[src/rtl/button_conditioner_array.sv]
// Per-channel button conditioning: polarity fix, two-flop synchronizer, debounce,
// press/release strobes and long-press detection, plus a registered any-pressed flag.
module button_conditioner_array #(
   parameter int                  CHANNELS          = 4,
   parameter int                  DEBOUNCE_CYCLES   = 1_500_000,
   parameter int                  LONG_PRESS_CYCLES = 50_000_000,
   parameter logic [CHANNELS-1:0] ACTIVE_LOW_MASK   = '0
) (
   input  logic                clk,
   input  logic                resetN,
   input  logic [CHANNELS-1:0] buttonPress,
   output logic [CHANNELS-1:0] conditionedSignal,
   output logic [CHANNELS-1:0] pressPulse,
   output logic [CHANNELS-1:0] releasePulse,
   output logic [CHANNELS-1:0] longPressPulse,
   output logic [CHANNELS-1:0] heldLong,
   output logic                anyPressed
);

   localparam int DW = $clog2(DEBOUNCE_CYCLES + 1);
   localparam int LW = $clog2(LONG_PRESS_CYCLES + 1);
   localparam logic [DW-1:0] DEB_LAST  = DW'(DEBOUNCE_CYCLES - 1);
   localparam logic [LW-1:0] HOLD_LAST = LW'(LONG_PRESS_CYCLES - 1);
   localparam logic [LW-1:0] HOLD_MAX  = LW'(LONG_PRESS_CYCLES);

   logic [CHANNELS-1:0] syncA;
   logic [CHANNELS-1:0] syncB;
   logic [DW-1:0]       debCnt [CHANNELS];
   logic [LW-1:0]       holdCnt [CHANNELS];
   logic [CHANNELS-1:0] accept;
   logic [CHANNELS-1:0] releasing;
   logic [CHANNELS-1:0] longHit;

   // accept fires on the edge where the debounce count would reach its target
   always_comb begin
      accept    = '0;
      releasing = '0;
      longHit   = '0;
      for (int i = 0; i < CHANNELS; i++) begin
         accept[i]    = (syncB[i] != conditionedSignal[i]) && (debCnt[i] == DEB_LAST);
         releasing[i] = accept[i] && !syncB[i];
         longHit[i]   = conditionedSignal[i] && (holdCnt[i] == HOLD_LAST) && !releasing[i];
      end
   end

   always_ff @(posedge clk) begin
      if (!resetN) begin
         syncA             <= '0;
         syncB             <= '0;
         conditionedSignal <= '0;
         pressPulse        <= '0;
         releasePulse      <= '0;
         longPressPulse    <= '0;
         heldLong          <= '0;
         anyPressed        <= 1'b0;
         for (int i = 0; i < CHANNELS; i++) begin
            debCnt[i]  <= '0;
            holdCnt[i] <= '0;
         end
      end else begin
         syncA          <= buttonPress ^ ACTIVE_LOW_MASK;
         syncB          <= syncA;
         anyPressed     <= |conditionedSignal;
         pressPulse     <= accept & syncB;
         releasePulse   <= accept & ~syncB;
         longPressPulse <= longHit;
         for (int i = 0; i < CHANNELS; i++) begin
            // any agreement between sync and the accepted level restarts the count
            if ((syncB[i] == conditionedSignal[i]) || accept[i]) begin
               debCnt[i] <= '0;
            end else begin
               debCnt[i] <= debCnt[i] + 1'b1;
            end
            if (accept[i]) begin
               conditionedSignal[i] <= syncB[i];
            end
            if (!conditionedSignal[i]) begin
               holdCnt[i] <= '0;
            end else if (holdCnt[i] != HOLD_MAX) begin
               holdCnt[i] <= holdCnt[i] + 1'b1;
            end
            // a release landing on the long-press edge wins, so heldLong never outlives it
            if (releasing[i]) begin
               heldLong[i] <= 1'b0;
            end else if (longHit[i]) begin
               heldLong[i] <= 1'b1;
            end
         end
      end
   end

endmodule

[config.mk]
export PLATFORM = sky130hd
export DESIGN_NAME = button_conditioner_array
export DESIGN_NICKNAME = d
export VERILOG_FILES = /design/src/rtl/button_conditioner_array.sv
export SDC_FILE = /design/constraint.sdc
export NUM_CORES = 1
export LEC_CHECK = 0
export ABC_AREA = 1
export CORE_MARGIN = 2
export CORE_UTILIZATION = 55
export CTS_CLUSTER_SIZE = 25
export DETAILED_ROUTE_END_ITERATION = 16
export GPL_TIMING_DRIVEN = 0
export PLACE_DENSITY = 0.72
export SYNTH_ARGS = -nofsm -noshare
export SYNTH_HDL_FRONTEND = slang
export SYNTH_SLANG_ARGS = --single-unit
[constraint.sdc]
create_clock -name clk -period 2.4 [get_ports clk]
set_input_delay 0.48 -clock clk [delete_from_list [all_inputs] [get_ports clk]]
set_output_delay 0.48 -clock clk [all_outputs]
set_load 0.02 [all_outputs]
==> flow_metrics.env, run 1 <==
export IMPL_timing_final_crit_share_pct=90.3
export IMPL_clock_skew_ns=0.0148
export IMPL_r2r_cells=6
export IMPL_die_h_um=159
export IMPL_clock_sinks=217
export IMPL_grt_max_degree=27
export IMPL_max_freq_mhz=461
export IMPL_holdCritStartpoint="syncA[3]"
export IMPL_period_needed_ns=2.17
export IMPL_holdWs_ns=0.409
export IMPL_cts_buffers=26
export IMPL_dp_hpwl_um=20700
export IMPL_multiInputGateArea_um2=6470
export IMPL_drt_wl_total_um=28200
export IMPL_place_area_um2=14100
export IMPL_portBuffers=25
export IMPL_avgSynthCellArea_um2=7.72
export IMPL_finalHoldViolations=0
export IMPL_finalNetCount=1861
export IMPL_status="finished clean"
export IMPL_core_area_um2=23500
export IMPL_endpoint_kind="output pin"
export IMPL_final_area_um2=15000
export IMPL_first_iter_violations=776
export IMPL_r2r_start="holdCnt[1][0]"
export IMPL_first_global_vias=10400
export IMPL_diodes=0
export IMPL_hold_depth=2
export IMPL_via_count=11000
export IMPL_synth_top_area_share_pct=43.0
export IMPL_grt_first_pass_wirelength_um=47500
export IMPL_synthCells=1703
export IMPL_arrival_ns=1.69
export IMPL_maxCapViolations=0
export IMPL_htreeDepth=1
export IMPL_power_density_nw_per_um2=552
export IMPL_finalSetupViolCount=0
export IMPL_grt_usage_pct=23.2
export IMPL_ys_seq_area_share_pct=47.4
export IMPL_path_cells="clkdlybuf4s50_1"
export IMPL_crit_fanout=6
export IMPL_clk_latency_ns=0.54
export IMPL_ir_worst_vdd_mv=0.553
export IMPL_drive_above_1_share_pct=6.93
export IMPL_yosys_warnings=0
export IMPL_cts_tree="yes"
export IMPL_slowest_delay_ns=0.67
export IMPL_cp_depth=1
export IMPL_clockBufferDepth=3
export IMPL_first_pass_iters=6
export IMPL_synthArstFlopShare_pct=0
export IMPL_synth_edff_count=188
export IMPL_cp_start_kind="flop"
export IMPL_crit_required_ns=1.92
export IMPL_rsz0062_at_grt="no"
export IMPL_slew_headroom_pct=52.6
export IMPL_drc=0
export IMPL_cp_slowest_cell="clkdlybuf4s50_1"
export IMPL_ant_nets=0
export IMPL_yosysTopAreaCell="edfxtp_1"
export IMPL_antenna_found_initial=0
export IMPL_rows=56
export IMPL_leakage_nw=5.23
export IMPL_ys_seq_elements=217
export IMPL_dieWidth_um=159
export IMPL_ios=27
export IMPL_synth_area_top_cells="edfxtp_1, nand2_1, nor2_1"
export IMPL_root_buffer="clkbuf_16"
export IMPL_cp_buffers_inverters=1
export IMPL_synth_distinct_cells=33
export IMPL_slew_viol_final=0
export IMPL_wire_per_inst_um=12.9
export IMPL_clkTransAtPathRegs_ns=0.06
export IMPL_critPathLaunch="conditionedSignal[2]"
export IMPL_tightest_slew_ns=0.708
export IMPL_start_util_pct=56.0
export IMPL_holdBufCountCts=0
export IMPL_regArea_um2=6230
export IMPL_crit_family="buffers and inverters"
export IMPL_path_class="reg2out"
export IMPL_syn_area_um2=13100
export IMPL_dieArea_um2=25100
export IMPL_synthFlopType="edfxtp_1"
export IMPL_n_fill_cell=2086
export IMPL_overflow=0
export IMPL_synthToLayoutAreaGrowth_pct=14.2
export IMPL_place_gp_congestion=0.893
export IMPL_hold_class="reg2reg"
export IMPL_vias_per_cell=5.04
==> flip-flops by register name, summed over array words and instances (netlist names) <==
signal             flops
heldLong               4
releasePulse           4
anyPressed             1
syncB                  4
debCnt                84
syncA                  4
longPressPulse         4
pressPulse             4
holdCnt              104
conditionedSignal      4
==> kinds of logic (layout without fill, tap and decap cells) <==
group                    Yosys count  in the layout  synth area share [%]
XOR/XNOR                          69             69                  4.60
AO/OA/AOI/OAI                    108            108                  4.22
flip-flops                       217            217                  47.4
buffers and inverters            184            259                  5.87
other                              1             84                0.0285
AND/OR/NAND/NOR                 1112           1113                  36.8
adder cells (fa/ha/maj)           12             12                  1.14
==> cells in the final DEF, fill, tap and decap left out, types with 6 or more instances in the layout <==
master           Yosys  routed
or2_0               11      11
or2_2                6       6
nor2_2              20      20
xor2_1              37      37
clkinv_1             0       9
a21oi_1             83      83
conb_1               1      84
nand2_2             11      11
nand3b_1            36      37
nand3_2             13      14
nand3_1             71      70
nand2_1            480     480
ha_1                12      12
edfxtp_1           188     188
inv_1              161     161
buf_6                8      10
xnor2_1             32      32
dfxtp_1             29      29
nor2_1             402     402
clkbuf_16            0      27
nor2_4              14      14
o21ai_0             17      17
clkdlybuf4s50_1      0      25
nor3_1              20      20
buf_2                7       7
nand4_1             22      22
==> power breakdown <==
group / switching, W / internal [W] / leakage [nW] / total (W)
clock: 0.00153 / 0.00235 / 0.406 / 0.00388
combinational: 0.000128 / 0.0000605 / 2.44 / 0.000188
sequential: 0.0000718 / 0.00413 / 2.38 / 0.00421
==> synthesized netlist by cell type, types with 7 or more instances <==
cell / count
nor2_4: 14
dfxtp_1: 29
nand3_1: 71
o21ai_0: 17
buf_2: 7
edfxtp_1: 188
buf_6: 8
ha_1: 12
a21oi_1: 83
xor2_1: 37
nand2_1: 480
or2_0: 11
inv_1: 161
nor3_1: 20
nand2_2: 11
nor2_1: 402
nand3b_1: 36
nor2_2: 20
nand4_1: 22
xnor2_1: 32
nand3_2: 13
==> cell type report <==
type / count / share of cell area, %
multi-input combinational: 1386 / 43.1
sequential: 217 / 41.5
clock buffer: 31 / 4.60
inverter: 165 / 4.13
tap: 319 / 2.66
timing repair buffer: 28 / 2.00
buffer: 19 / 1.01
clock inverter: 16 / 0.976
==> timing repair <==
action                                  CTS  global route
endpoints found under the setup margin   52             0
setup buffers                             0             0
resized for setup                         1             0
==> worst paths after layout <==
path | end | slack (ns)
min | syncB[3] | 0.41
min reg2reg | syncB[3] | 0.41
max | conditionedSignal[2] | 0.23
max reg2reg | holdCnt[1][13] | 0.25
==> through the flow <==
stage | std cells | total power, W | setup WS (ns) | utilization, % | setup TNS (ns)
2_1_floorplan | 1786 | 0.00440 | 0.214 | - | 0
3_3_place_gp | 2130 | 0.00446 | -0.433 | 60.1 | -28.39
3_5_place_dp | 2133 | 0.00447 | -0.199 | 60.3 | -9.94
4_1_cts | 2181 | 0.00835 | 0.214 | 63.9 | 0
5_1_grt | 2181 | 0.00853 | 0.0700 | 63.9 | 0
6_report | 2181 | 0.00828 | 0.232 | 63.9 | 0
==> worst register-to-register path, delay by kind of cell, from the launching register on <==
kind                     cells  cell delay, ns
flip-flops                   1            0.44
adder cells (fa/ha/maj)      1            0.16
AND/OR/NAND/NOR              3            0.81
buffers and inverters        2            0.50
==> metal layers <==
layer | vias up | GRT usage [%] | wire (µm)
li1 | 5685 | - | -
met1 | 5032 | 32.7 | 13500
met2 | 248 | 38.2 | 12900
met3 | 33 | 2.83 | 1480
met4 | 0 | 5.66 | 421
met5 | - | 0 | 0
Note: power is estimated with default switching activity, not from simulation.
==> run 2, diff against run 1 <==
CORE_UTILIZATION = 63   (was 55)
PLACE_DENSITY = 0.81   (was 0.72)
SLEW_MARGIN = 20   (was not set)
==> flow_metrics.env, run 2 (synthesized netlist as in run 1, its figures left out) <==
export IMPL_status="finished clean"
export IMPL_cts_tree="yes"
export IMPL_ant_nets=0
export IMPL_leakage_nw=5.25
export IMPL_drc=0
export IMPL_holdWs_ns=0.408
export IMPL_largest_reg_flops=104
export IMPL_crit_fanout=15
export IMPL_rsz0062_at_grt="no"
export IMPL_slew_headroom_pct=53.7
export IMPL_start_util_pct=64.5
export IMPL_slew_viol_final=0
export IMPL_p_int_w=0.00658
export IMPL_top_register="holdCnt"
export IMPL_max_freq_mhz=463
export IMPL_endpoint_kind="flop"
export IMPL_overflow=0
export IMPL_crit_required_ns=2.67
export IMPL_tightest_slew_ns=0.693
export IMPL_clockBufferDepth=3
export IMPL_timing_final_crit_share_pct=90.0
export IMPL_ios=27
export IMPL_drive_above_1_share_pct=7.36
export IMPL_rows=52
export IMPL_switchingPower_w=0.00170
export IMPL_finalHoldViolations=0
export IMPL_grt_usage_pct=26.3
export IMPL_dieArea_um2=22000
export IMPL_final_common_cell="nand2_1"
export IMPL_ir_worst_vdd_mv=0.606
export IMPL_vias_per_cell=5.23
export IMPL_place_gp_congestion=0.921
export IMPL_p_clk_share_pct=46.9
export IMPL_total_power_w=0.00828
export IMPL_arrival_ns=2.43
export IMPL_core_area_um2=20400
export IMPL_top_regs="holdCnt (104), debCnt (84)"
export IMPL_power_frac_comb_pct=2.3
export IMPL_period_needed_ns=2.16
export IMPL_maxCapViolations=0
export IMPL_clock_sinks=217
export IMPL_clkTransAtPathRegs_ns=0.06
export IMPL_dieWidth_um=148
export IMPL_cts_buffers=24
export IMPL_htreeDepth=1
export IMPL_die_h_um=148
export IMPL_root_buffer="clkbuf_16"
export IMPL_grt_first_pass_wirelength_um=47900
export IMPL_first_global_vias=10500
export IMPL_diodes=0
export IMPL_power_density_nw_per_um2=554
export IMPL_path_class="reg2reg"
export IMPL_layout_common_cells="nand2_1, nor2_1, edfxtp_1"
export IMPL_clk_latency_ns=0.52
export IMPL_finalCoreUtilization_pct=73.4
export IMPL_stdcell_count=2131
export IMPL_first_iter_violations=688
export IMPL_final_area_um2=14900
export IMPL_via_count=11100
export IMPL_finalSetupViolCount=0
export IMPL_wire_per_inst_um=13.3
export IMPL_portBuffers=25
export IMPL_place_inst=2085
export IMPL_first_pass_iters=5
export IMPL_clock_skew_ns=0.0104
export IMPL_dp_hpwl_um=21000
export IMPL_swShare_pct=20.5
export IMPL_synthToLayoutAreaGrowth_pct=13.8
export IMPL_grt_max_degree=27
export IMPL_antenna_found_initial=0
export IMPL_cp_start_kind="flop"
export IMPL_p_seq_share_pct=50.8
export IMPL_place_area_um2=14100
export IMPL_hold_class="in2reg"
export IMPL_finalNetCount=1861
export IMPL_drt_wl_total_um=28400
-- run 2: area by class of cell --
cell class	instances	area (µm²)
repair buffers	31	314
inverters	165	619
clock buffers	30	664
fillers	1617	5420
clock inverters	14	174
plain buffers	19	151
multi-input cells	1385	6460
well taps	270	338
flip-flops and latches	217	6230
-- run 2: worst max-delay path, cell delays in order (launching register included) --
cell and delay, ns:
edfxtp_1 0.43, inv_1 0.08, nor2_1 0.14, inv_1 0.05
nor2_1 0.12, nand3_1 0.13, nand3b_1 0.58, buf_8 0.37
-- run 2: metal layers --
metal	vias up	wire length (µm)	GRT usage, %
li1	5675	-	-
met1	5076	12700	36.2
met2	334	13400	43.7
met3	60	1520	2.91
met4	0	770	8.81
met5	-	0	0
-- run 2: power groups by stage --
| stage | Clock (W) | Sequential (W) | Combinational [W] |
|---|---|---|---|
| floorplan | 0 | 0.00426 | 0.000143 |
| global placement | 0 | 0.00428 | 0.000177 |
| detailed placement | 0 | 0.00428 | 0.000181 |
| CTS | 0.00394 | 0.00420 | 0.000183 |
| global route | 0.00408 | 0.00421 | 0.000221 |
| finish | 0.00388 | 0.00421 | 0.000190 |
-- run 2: timing repair --
action                                 in CTS  in global routing
endpoints found under the hold margin       0                  0
setup endpoints to repair                   0                 14
buffers inserted                            0                  2
gates resized for setup                     0                  0
hold buffers                                0                  0
-- run 2: stage by stage --
stage          setup TNS (ns)  worst slack [ns]
2_1_floorplan               0             0.214
3_3_place_gp           -23.74            -0.321
3_5_place_dp                0             0.195
4_1_cts                     0             0.167
5_1_grt                     0            0.0551
6_report                    0             0.241
-- run 2: final timing paths --
path	startpoint	end	slack, ns	cells past startpoint
worst max-delay path	holdCnt[0][19]	holdCnt[0][4]	0.24	7
worst max register to register	holdCnt[0][19]	holdCnt[0][4]	0.24	7
worst min register to register	syncA[0]	syncB[0]	0.41	2
worst min-delay path	resetN	longPressPulse[3]	0.41	3
